**config.mk**
```make
export PLATFORM = sky130hd
export DESIGN_NAME = axi_pkt_arbiter_flat
export DESIGN_NICKNAME = d
export VERILOG_FILES = /design/src/rtl/axi_pkt_arbiter_if.sv /design/src/rtl/axi_pkt_arbiter.sv /design/src/flat_wrapper.sv
export SDC_FILE = /design/constraint.sdc
export NUM_CORES = 1
export LEC_CHECK = 0
export CAP_MARGIN = 0
export CORE_AREA = 2 2 96 98
export CTS_BUF_LIST = sky130_fd_sc_hd__clkbuf_4 sky130_fd_sc_hd__clkbuf_8 sky130_fd_sc_hd__clkbuf_16
export CTS_CLUSTER_DIAMETER = 120
export CTS_CLUSTER_SIZE = 24
export DETAILED_ROUTE_END_ITERATION = 8
export DIE_AREA = 0 0 98 100
export PLACE_DENSITY_LB_ADDON = 0.05
export SYNTH_ARGS = -nofsm -noshare
export SYNTH_HDL_FRONTEND = slang
export SYNTH_SLANG_ARGS = --single-unit
```
**constraint.sdc**
```tcl
create_clock -name clk -period 2.1 [get_ports clk]
set_input_delay 0.315 -clock clk [delete_from_list [all_inputs] [get_ports clk]]
set_output_delay 0.315 -clock clk [all_outputs]
set_load 0.01 [all_outputs]
```
**src/rtl/axi_pkt_arbiter_if.sv**
```systemverilog
// -----------------------------------------------------------------------------
// axi_if : AXI-Stream bundle (tvalid/tready/tdata/tlast/tuser).
//
// Parameters
//   DATA_W : tdata width
//   USER_W : tuser width
//
// Modports
//   master : drives tvalid/tdata/tlast/tuser, receives tready
//   slave  : receives tvalid/tdata/tlast/tuser, drives tready
// -----------------------------------------------------------------------------
interface axi_if #(
  parameter int DATA_W = 32,
  parameter int USER_W = 8
);

  logic              tvalid;
  logic              tready;
  logic [DATA_W-1:0] tdata;
  logic              tlast;
  logic [USER_W-1:0] tuser;

  modport master (
    output tvalid,
    output tdata,
    output tlast,
    output tuser,
    input  tready
  );

  modport slave (
    input  tvalid,
    input  tdata,
    input  tlast,
    input  tuser,
    output tready
  );

endinterface

```
**src/rtl/axi_pkt_arbiter.sv**
```systemverilog
// -----------------------------------------------------------------------------
// axi_pkt_arbiter : packet-level round-robin arbiter that shares one
// AXI-Stream sink between NUM_SRC upstream sources. The grant is held from the
// first beat up to and including the tlast beat, so packets never interleave.
// The output is a single registered pipeline stage.
//
// Parameters
//   DATA_W  : tdata width
//   USER_W  : tuser width
//   NUM_SRC : number of sources (2..16)
//
// Ports
//   clk       : single clock, all logic on the rising edge
//   rst       : synchronous active-high reset
//   s_tvalid  : per-source valid                  [NUM_SRC]
//   s_tready  : per-source ready (owner only)     [NUM_SRC]
//   s_tdata   : source i at [i*DATA_W +: DATA_W]
//   s_tlast   : per-source last                   [NUM_SRC]
//   s_tuser   : source i at [i*USER_W +: USER_W]
//   m_axi_if  : axi_if.master toward the sink
//   grant     : one-hot current owner, 0 when idle
//   busy      : high while a packet owns the sink
//
// Configuration macro
//   AXI_PKT_ARB_SRC_TAG_EN : when defined, m_tuser[SRC_W-1:0] carries the
//                            owner index on every beat (needs USER_W >= SRC_W);
//                            when undefined, tuser passes through unmodified.
// -----------------------------------------------------------------------------
module axi_pkt_arbiter #(
  parameter int DATA_W  = 32,
  parameter int USER_W  = 8,
  parameter int NUM_SRC = 4
) (
  input  logic                      clk,
  input  logic                      rst,
  input  logic [NUM_SRC-1:0]        s_tvalid,
  output logic [NUM_SRC-1:0]        s_tready,
  input  logic [NUM_SRC*DATA_W-1:0] s_tdata,
  input  logic [NUM_SRC-1:0]        s_tlast,
  input  logic [NUM_SRC*USER_W-1:0] s_tuser,
  axi_if.master                     m_axi_if,
  output logic [NUM_SRC-1:0]        grant,
  output logic                      busy
);

  localparam int SRC_W = $clog2(NUM_SRC);

  typedef enum logic [0:0] {
    ST_IDLE = 1'b0,
    ST_BUSY = 1'b1
  } state_t;

  state_t              r_state;
  state_t              w_state_nxt;

  logic [SRC_W-1:0]    r_rr_ptr;
  logic [SRC_W-1:0]    r_gnt_idx;
  logic [NUM_SRC-1:0]  r_grant;

  logic                r_out_valid;
  logic [DATA_W-1:0]   r_out_data;
  logic                r_out_last;
  logic [USER_W-1:0]   r_out_user;

  logic [SRC_W-1:0]    w_win_idx;
  logic                w_win_found;
  logic [SRC_W-1:0]    w_ptr_after;

  logic                w_owner_valid;
  logic                w_owner_last;
  logic [DATA_W-1:0]   w_owner_data;
  logic [USER_W-1:0]   w_owner_user;
  logic [USER_W-1:0]   w_beat_user;

  logic                w_owner_ready;
  logic                w_busy;
  logic [NUM_SRC-1:0]  w_tready;
  logic                w_push;
  logic                w_pop;
  logic                w_pkt_end;

  // Owner's beat fields, selected by the registered grant index
  assign w_owner_valid = s_tvalid[r_gnt_idx];
  assign w_owner_last  = s_tlast[r_gnt_idx];
  assign w_owner_data  = s_tdata[int'(r_gnt_idx)*DATA_W +: DATA_W];
  assign w_owner_user  = s_tuser[int'(r_gnt_idx)*USER_W +: USER_W];

  // The owner may push when the output slot is empty or drains this cycle;
  // this is the combinational path from m_tready to s_tready.
  assign w_owner_ready = !r_out_valid || m_axi_if.tready;
  assign w_push        = w_busy && w_owner_valid && w_owner_ready;
  assign w_pop         = r_out_valid && m_axi_if.tready;
  assign w_pkt_end     = w_push && w_owner_last;

  // Next round-robin pointer with an explicit wrap, valid for any NUM_SRC
  assign w_ptr_after = (r_gnt_idx == SRC_W'(NUM_SRC - 1)) ? '0 : (r_gnt_idx + SRC_W'(1));

  // Round-robin winner: first valid source scanning upward from r_rr_ptr
  always_comb begin
    int               v_raw;
    logic [SRC_W-1:0] v_cand;
    w_win_found = 1'b0;
    w_win_idx   = '0;
    for (int k = 0; k < NUM_SRC; k++) begin
      v_raw  = int'(r_rr_ptr) + k;
      v_cand = (v_raw >= NUM_SRC) ? SRC_W'(v_raw - NUM_SRC) : SRC_W'(v_raw);
      if (!w_win_found && s_tvalid[v_cand]) begin
        w_win_found = 1'b1;
        w_win_idx   = v_cand;
      end else begin
        w_win_idx   = w_win_idx;
      end
    end
  end

  // Optional source tagging of the low tuser bits
`ifdef AXI_PKT_ARB_SRC_TAG_EN
  if (USER_W < SRC_W) begin : g_user_w_check
    $error("axi_pkt_arbiter: USER_W must be >= SRC_W when source tagging is enabled");
  end

  // Overlay the owner index onto the low tuser bits
  always_comb begin
    w_beat_user              = w_owner_user;
    w_beat_user[SRC_W-1:0]   = r_gnt_idx;
  end
`else
  assign w_beat_user = w_owner_user;
`endif

  // FSM state register
  always_ff @(posedge clk) begin
    if (rst) begin
      r_state <= ST_IDLE;
    end else begin
      r_state <= w_state_nxt;
    end
  end

  // FSM next-state: grant on any request, release on the tlast push
  always_comb begin
    w_state_nxt = r_state;
    case (r_state)
      ST_IDLE: begin
        if (w_win_found) begin
          w_state_nxt = ST_BUSY;
        end else begin
          w_state_nxt = ST_IDLE;
        end
      end
      ST_BUSY: begin
        if (w_pkt_end) begin
          w_state_nxt = ST_IDLE;
        end else begin
          w_state_nxt = ST_BUSY;
        end
      end
      default: w_state_nxt = ST_IDLE;
    endcase
  end

  // FSM outputs: busy flag and per-source ready (only the owner can be ready)
  always_comb begin
    w_busy   = 1'b0;
    w_tready = '0;
    case (r_state)
      ST_IDLE: begin
        w_busy   = 1'b0;
        w_tready = '0;
      end
      ST_BUSY: begin
        w_busy = 1'b1;
        for (int i = 0; i < NUM_SRC; i++) begin
          if (r_gnt_idx == SRC_W'(i)) begin
            w_tready[i] = w_owner_ready;
          end else begin
            w_tready[i] = 1'b0;
          end
        end
      end
      default: begin
        w_busy   = 1'b0;
        w_tready = '0;
      end
    endcase
  end

  // Grant bookkeeping: capture winner on grant, advance pointer on packet end
  always_ff @(posedge clk) begin
    if (rst) begin
      r_rr_ptr  <= '0;
      r_gnt_idx <= '0;
      r_grant   <= '0;
    end else begin
      case (r_state)
        ST_IDLE: begin
          if (w_win_found) begin
            r_gnt_idx <= w_win_idx;
            r_grant   <= {{(NUM_SRC-1){1'b0}}, 1'b1} << w_win_idx;
          end else begin
            r_grant   <= '0;
          end
        end
        ST_BUSY: begin
          if (w_pkt_end) begin
            r_rr_ptr <= w_ptr_after;
            r_grant  <= '0;
          end else begin
            r_grant  <= r_grant;
          end
        end
        default: r_grant <= '0;
      endcase
    end
  end

  // Output pipeline stage; a push in the same cycle as a pop keeps it full
  always_ff @(posedge clk) begin
    if (rst) begin
      r_out_valid <= 1'b0;
      r_out_data  <= '0;
      r_out_last  <= 1'b0;
      r_out_user  <= '0;
    end else begin
      if (w_push) begin
        r_out_valid <= 1'b1;
        r_out_data  <= w_owner_data;
        r_out_last  <= w_owner_last;
        r_out_user  <= w_beat_user;
      end else if (w_pop) begin
        r_out_valid <= 1'b0;
      end else begin
        r_out_valid <= r_out_valid;
      end
    end
  end

  assign s_tready        = w_tready;
  assign grant           = r_grant;
  assign busy            = w_busy;

  assign m_axi_if.tvalid = r_out_valid;
  assign m_axi_if.tdata  = r_out_data;
  assign m_axi_if.tlast  = r_out_last;
  assign m_axi_if.tuser  = r_out_user;

endmodule
```
**src/flat_wrapper.sv**
```systemverilog
// flat-port wrapper written by rule: the top's interface ports become plain ports
module axi_pkt_arbiter_flat 
#(
  parameter int DATA_W  = 32,
  parameter int USER_W  = 8,
  parameter int NUM_SRC = 4
)
  (clk, rst, s_tvalid, s_tready, s_tdata, s_tlast, s_tuser, grant, busy, m_axi_if_tvalid, m_axi_if_tdata, m_axi_if_tlast, m_axi_if_tuser, m_axi_if_tready);
  axi_if #(.DATA_W(DATA_W), .USER_W(USER_W)) m_axi_if_i ();
  input  logic clk;
  input  logic rst;
  input  logic [NUM_SRC-1:0] s_tvalid;
  output logic [NUM_SRC-1:0] s_tready;
  input  logic [NUM_SRC*DATA_W-1:0] s_tdata;
  input  logic [NUM_SRC-1:0] s_tlast;
  input  logic [NUM_SRC*USER_W-1:0] s_tuser;
  output logic [NUM_SRC-1:0] grant;
  output logic busy;
  output wire logic [$bits(m_axi_if_i.tvalid)-1:0] m_axi_if_tvalid;
  output wire logic [$bits(m_axi_if_i.tdata)-1:0] m_axi_if_tdata;
  output wire logic [$bits(m_axi_if_i.tlast)-1:0] m_axi_if_tlast;
  output wire logic [$bits(m_axi_if_i.tuser)-1:0] m_axi_if_tuser;
  input wire logic [$bits(m_axi_if_i.tready)-1:0] m_axi_if_tready;
  assign m_axi_if_tvalid = m_axi_if_i.tvalid;
  assign m_axi_if_tdata = m_axi_if_i.tdata;
  assign m_axi_if_tlast = m_axi_if_i.tlast;
  assign m_axi_if_tuser = m_axi_if_i.tuser;
  assign m_axi_if_i.tready = m_axi_if_tready;
  axi_pkt_arbiter #(.DATA_W(DATA_W), .USER_W(USER_W), .NUM_SRC(NUM_SRC)) u_core (.clk(clk), .rst(rst), .s_tvalid(s_tvalid), .s_tready(s_tready), .s_tdata(s_tdata), .s_tlast(s_tlast), .s_tuser(s_tuser), .m_axi_if(m_axi_if_i), .grant(grant), .busy(busy));
endmodule
```
==> results of run 1 <==
[metal layers]
layer,part of all wire,vias to the layer above,global-route usage
met1,0.38,1450,0.2156
met3,0.082,9,0.05571
li1,-,1494,-
met4,0.0089,0,0.03312
met2,0.53,133,0.3720
met5,0,-,0
[metrics by stage]
stage,hold slack [ns],area [um2],utilization
floorplan,0.4456,2978,-
global placement,0.4410,5343,0.6010
detailed placement,0.4458,5343,0.6010
CTS,0.4586,5434,0.6113
global route,0.4713,5434,0.6113
finish,0.4567,5434,0.6113
[layout make-up]
| class | instances | area [um2] | area share |
|---|---|---|---|
| clock buffer | 5 | 68.82 | 0.01266 |
| clock inverter | 3 | 22.52 | 0.004145 |
| inverter | 4 | 15.01 | 0.002763 |
| multi-input combinational | 211 | 1793 | 0.3300 |
| sequential | 51 | 1026 | 0.1888 |
| tap | 111 | 138.9 | 0.02556 |
| timing repair buffer | 236 | 2370 | 0.4361 |
[worst max-delay path, delay by kind of cell, from the launching register on]
family                 cells  cell delay, ns
DFF                        1            0.60
buffers and inverters      1            0.55
and+or+nand+nor            1            0.23
[where the power goes]
group | leakage, nW | switching (W) | internal (W)
registers | 0.417 | 0.0000697 | 0.00106
logic | 1.45 | 0.000435 | 0.000748
clock network | 0.0451 | 0.000326 | 0.000239
total | 1.91 | 0.000830 | 0.00205
[placed cells by master, fill, tap and decap left out, types with 2 or more instances in the layout]
cell type	n
nand2_1	85
ha_1	4
mux4_2	42
and3_1	5
inv_1	4
clkbuf_8	5
o21bai_1	2
o2bb2ai_1	2
buf_4	11
buf_12	4
nor2_1	3
a21oi_1	46
clkdlybuf4s50_1	220
dfxtp_1	49
a22o_1	2
nor2b_1	4
[worst min-delay path by stage]
stage	slack (ns)	endpoint	startpoint	depth (start not counted)
final	0.46	u_core.m_axi_if.tdata[22]	u_core.m_axi_if.tdata[22]	2
after global routing	0.47	u_core.m_axi_if.tuser[5]	u_core.m_axi_if.tuser[5]	2
after CTS	0.46	u_core.m_axi_if.tuser[5]	u_core.m_axi_if.tuser[5]	2
after detailed placement	0.45	u_core.m_axi_if.tuser[5]	u_core.m_axi_if.tuser[5]	2
after global placement	0.44	u_core.m_axi_if.tdata[19]	u_core.m_axi_if.tdata[19]	2
after floorplan	0.45	u_core.r_rr_ptr[0]	u_core.r_rr_ptr[0]	2
[cell families after synthesis]
logic type | share of synthesized area
buffers and inverters | 0.05546
DFF | 0.3429
and+or+nand+nor | 0.1513
AOI/OAI and AO/OA | 0.1126
muxes | 0.3210
adders and majority gates | 0.01681
[flip-flops by register name, summed over array words and instances, names as in the netlist]
signal                  flops
u_core.grant                4
u_core.m_axi_if.tuser       8
u_core.m_axi_if.tdata      32
u_core.r_gnt_idx            2
u_core.r_rr_ptr             2
u_core.m_axi_if.tlast       1
u_core.r_state              1
u_core.m_axi_if.tvalid      1
==> impl_metrics.ini, run 1 <==
[clocking]
root_buffer = clkbuf_8
h-tree-depth = 2
cts_resized = 0
cts_buffer_depth = 2
cts_tree = built
cts_inserted_buffers = 5
ctsHoldBuffers = 0
clkSlewWorstSetupHoldPaths_ns = 0.09
postCtsSetupBuffers = 0
clk_latency_ns = 0.30
numClockSinks = 51

[critical_path]
r2r_start = u_core.r_gnt_idx[1]
arrival_ns = 1.67
critical_path.cell_chain = and3_1 -> clkdlybuf4s50_1
regToRegSetupSlack_ns = 0.32
worstSetupPathType = reg2out
crit_start = u_core.r_state
critPathCaptureType = output port
endpoint = s_tready[3]
slowest_delay_ns = 0.60
cpMaxStageDelayCell = dfxtp_1
startpoint_type = flip-flop
r2r_end = u_core.grant[3]
cp.required_ns = 1.78
cp_max_fo = 13
reg2reg_depth = 5

[detailed_routing]
drt-vias-per-instance = 4.969
wl_per_cell_um = 15.93
firstDrtPassIters = 4
drtIter0Drc = 48
vias = 3086
drc_errors = 0
routed_wirelength_um = 9893
antenna_left = 0

[floorplan]
core_um2 = 8890
die_w_um = 98
rows = 35
ioPinCount = 222
initial_core_util = 0.3350
die_h_um = 100
dieArea_um2 = 9800

[yosys]
async_reset_ff_frac = 0
yosysWarningCount = 0
synth_edf_count = 0
synth_ff_type = dfxtp_1
synth_area_per_cell_um2 = 10.23
yosysMostFrequentCell = nand2_1
yosys_register_bits = 51
netlist_area_um2 = 2978
yosys-top-cells-count = 85 x nand2_1, 51 x dfxtp_1, 46 x a21oi_1, 42 x mux4_2
synth_nets = 466
synth_area_leader_cell = dfxtp_1
synth_top_area_share = 0.3429
ys_top_cells_by_area = dfxtp_1 34%, mux4_2 32%, nand2_1 11%
netlist_instances = 291
yosysSeqAreaShare = 0.3429
synthDistinctLibCells = 31

[status]
status = finished, final reports clean

[cells_and_area]
layout.nets = 684
instances_no_fill = 621
area_growth_pct = 82.48
fill_cells = 776
drive_above_1_share = 0.1392
n_antenna_cell = 0

[pwr]
finalPower_w = 0.002882
leakage_nw = 1.915
p_per_area_nw_per_um2 = 530.4
ir_drop_uv = 311.9

[timing]
tightestPinTransition_ns = 0.4945
fin_crit_sh = 0.9446
maxClockFrequency_mhz = 504.1
layout_setup_ws_ns = 0.1164
rsz0062_at_grt = false
hold_violations = 0
maxSlewHeadroom = 0.6673
fin_crit_ns = 1.984
fin_worst_skew_ns = 0.008597
drv_slew = 0
tns_ns = 0
setup_viol = 0

[global_routing]
grt_max_degree = 28
antenna_found_initial = 0
track_usage = 0.1940
grt_pass1_wl_um = 15380
grt_pass1_vias = 3218
grt_overflow = 0

[placed_design]
dp_hpwl_um = 8058
post-place-ws_ns = 0.04672
io_buffers = 221
dp.cells = 613
routabilityCongestion = 0.7572

[hold_path]
hp-class = reg2reg

[run]
cap_violations = 0
No activity file was read; power rests on OpenSTA's default activity.
==> run 2, diff against run 1 <==
--- a/config.mk
+++ b/config.mk
@@ -13,6 +13,7 @@
 export DETAILED_ROUTE_END_ITERATION = 8
 export DIE_AREA = 0 0 98 100
 export PLACE_DENSITY_LB_ADDON = 0.05
+export SLEW_MARGIN = 25
 export SYNTH_ARGS = -nofsm -noshare
 export SYNTH_HDL_FRONTEND = slang
 export SYNTH_SLANG_ARGS = --single-unit
==> results of run 2 <==
The final DEF is identical to that of run 1; final timing and power are the same.
==> run 3, diff against run 2 <==
--- a/config.mk
+++ b/config.mk
@@ -5,13 +5,14 @@
 export SDC_FILE = /design/constraint.sdc
 export NUM_CORES = 1
 export LEC_CHECK = 0
+export ABC_AREA = 1
 export CAP_MARGIN = 0
-export CORE_AREA = 2 2 96 98
+export CORE_AREA = 2 2 71 141
 export CTS_BUF_LIST = sky130_fd_sc_hd__clkbuf_4 sky130_fd_sc_hd__clkbuf_8 sky130_fd_sc_hd__clkbuf_16
 export CTS_CLUSTER_DIAMETER = 120
 export CTS_CLUSTER_SIZE = 24
 export DETAILED_ROUTE_END_ITERATION = 8
-export DIE_AREA = 0 0 98 100
+export DIE_AREA = 0 0 73 143
 export PLACE_DENSITY_LB_ADDON = 0.05
 export SLEW_MARGIN = 25
 export SYNTH_ARGS = -nofsm -noshare
==> run 3 against run 2 <==
  * Global-route usage grew 5.5 points
  * Sequential power grew 22%
  * Combinational power is 150% higher
  * Highest routed layer unchanged
  * Die area rose by 6.5%
  * Hold slack gained 0.0066 ns
==> impl_metrics.ini, run 3 <==
[cells_and_area]
n_antenna_cell = 0
largest_reg_flops = 32
area_growth_pct = 72.47
final_common_cell = clkdlybuf4s50_1
drive_above_1_share = 0.07095
final_cell_mix = 221 x clkdlybuf4s50_1, 168 x nor2_1, 93 x o21ai_0
finalInstanceArea_um2 = 5816
utilization = 0.6239
layout.nets = 921

[yosys]
synth_area_leader_cell = dfxtp_1
yosysMostFrequentCell = nor2_1
netlist_instances = 544
synth_edf_count = 0
synth_area_per_cell_um2 = 6.199
synth_ff_type = dfxtp_1
synthMuxAreaShare = 0
yosysWarningCount = 0
synth_compound_area_frac = 0.2954
synthXorXnorAreaFrac = 0
synth_top_family_by_area = simple AND/OR/NAND/NOR gates
yosysSeqAreaShare = 0.3028
synth_top_area_share = 0.3028
yosys_register_bits = 51
yosys-top-cells-count = 168 x nor2_1, 93 x o21ai_0, 51 x dfxtp_1, 40 x a31oi_1, 39 x nand2_1
synth-simple-area-share = 0.2991
async_reset_ff_frac = 0
ys_top_cells_by_area = dfxtp_1 30%, nor2_1 19%, o21ai_0 14%
synth-adder-area-share = 0.01484
synth_nets = 719
netlist_area_um2 = 3372
synthDistinctLibCells = 28

[critical_path]
cp.required_ns = 1.78
cp_max_fo = 5
critical_path.cell_chain = clkdlybuf4s50_1 -> nor2_1 -> inv_1 -> nand2_1 -> nor2_1 -> clkdlybuf4s50_1
critPathCaptureType = output port
regToRegSetupSlack_ns = 0.33
slowest_delay_ns = 0.56
crit_buf_inv = 3
worstSetupPathType = in2out
cpMaxStageDelayCell = clkdlybuf4s50_1
cp_top_family = buffers and inverters
arrival_ns = 1.68
startpoint_type = input pin

[placed_design]
dp_hpwl_um = 10150
io_buffers = 221
post-place-ws_ns = 0.06141
placed_area_um2 = 5655
routabilityCongestion = 0.8521

[timing]
tns_ns = 0
maxSlewHeadroom = 0.6730
fin_crit_sh = 0.9499
hold_violations = 0
setup_viol = 0
fin_worst_skew_ns = 0.002195
drv_slew = 0
tightestPinTransition_ns = 0.4905
fin_crit_ns = 1.995
maxClockFrequency_mhz = 501.3
layout_setup_ws_ns = 0.1052
rsz0062_at_grt = false

[floorplan]
die_w_um = 73
initial_core_util = 0.3617
ioPinCount = 222
rows = 50
core_um2 = 9321
die_h_um = 143
dieArea_um2 = 10440

[global_routing]
track_usage = 0.2490
grt_pass1_vias = 4194
grt_pass1_wl_um = 20130
grt_overflow = 0
antenna_found_initial = 0
grt_max_degree = 50

[pwr]
power.internal_w = 0.003058
ir_drop_uv = 427.4
p_per_area_nw_per_um2 = 890.6
netSwitchingPower_w = 0.002121
p_comb_frac = 0.563
swShare = 0.4095
leakage_nw = 2.284
clock_power_share = 0.172
pwr-share-seq = 0.266

[status]
status = finished, final reports clean

[clocking]
clkSlewWorstSetupHoldPaths_ns = 0.07
clk_latency_ns = 0.29
cts_tree = built
cts_resized = 0
cts_buffer_depth = 2
root_buffer = clkbuf_16
cts_inserted_buffers = 5
h-tree-depth = 2
postCtsSetupBuffers = 0
numClockSinks = 51
ctsHoldBuffers = 0

[detailed_routing]
drt-vias-per-instance = 5.160
drtIter0Drc = 214
routed_wirelength_um = 13110
antenna_left = 0
wl_per_cell_um = 15.41
drc_errors = 0
vias = 4391
firstDrtPassIters = 6

[hold_path]
hp-class = reg2reg

[run]
cap_violations = 0
[run 3: changes by cell type after synthesis, sizes merged, moves of 18 or more]
cell and change:
a31oi +40, o21ai +128, nor2 +167, mux4 -42, inv +18, nand2 -31, a21oi -31
[run 3: cell type report]
type                            count  area [um2]
Sequential cell                    51        1023
Fill cell                         887        3506
Tap cell                          104       130.1
Timing Repair Buffer              237        2357
Inverter                           22       82.58
Clock buffer                        8       160.2
Multi-Input combinational cell    429        2062
[run 3: path summary, 6_finish.rpt]
path                        from                         to  cells past startpoint
min              u_core.grant[1]            u_core.grant[1]                      2
max              m_axi_if_tready                s_tready[0]                      6
min reg2reg      u_core.grant[1]            u_core.grant[1]                      2
max reg2reg  u_core.r_gnt_idx[1]  u_core.m_axi_if.tdata[29]                      8
[run 3: logic make-up (layout without fill, tap and decap cells)]
group	count (synthesis)	in the layout
buf+inv	64	267
flops	51	51
fa+ha+maj	4	4
compound gates	186	186
simple gates	239	239
[run 3: power by group through the flow]
stage          Sequential, W  Combinational, W  Clock [W]
2_1_floorplan        0.00146           0.00163          0
3_3_place_gp         0.00139           0.00289          0
3_5_place_dp         0.00139           0.00293          0
4_1_cts              0.00138           0.00294   0.000908
5_1_grt              0.00140           0.00322   0.000932
6_report             0.00138           0.00291   0.000888
[run 3: stage by stage]
step           hold WS (ns)  cells  power [W]
3_3_place_gp         0.4490    843   0.004282
4_1_cts              0.4684    851   0.005225
6_report             0.4633    851   0.005179
3_5_place_dp         0.4579    843   0.004323
5_1_grt              0.4852    851   0.005560
2_1_floorplan        0.4830    544   0.003093
[run 3: routing by layer]
layer  up-vias  track usage  wire, um
li1       2234            -         -
met1      1976       0.2557      4602
met2       156       0.4670      7323
met3        25      0.05152       745
met4         0       0.1043       443
met5         -            0         0
[run 3: worst min-delay path: stages, from the launching register on]
cell and delay (ns):
dfxtp_1 0.31, nand2_1 0.06, a21oi_1 0.05
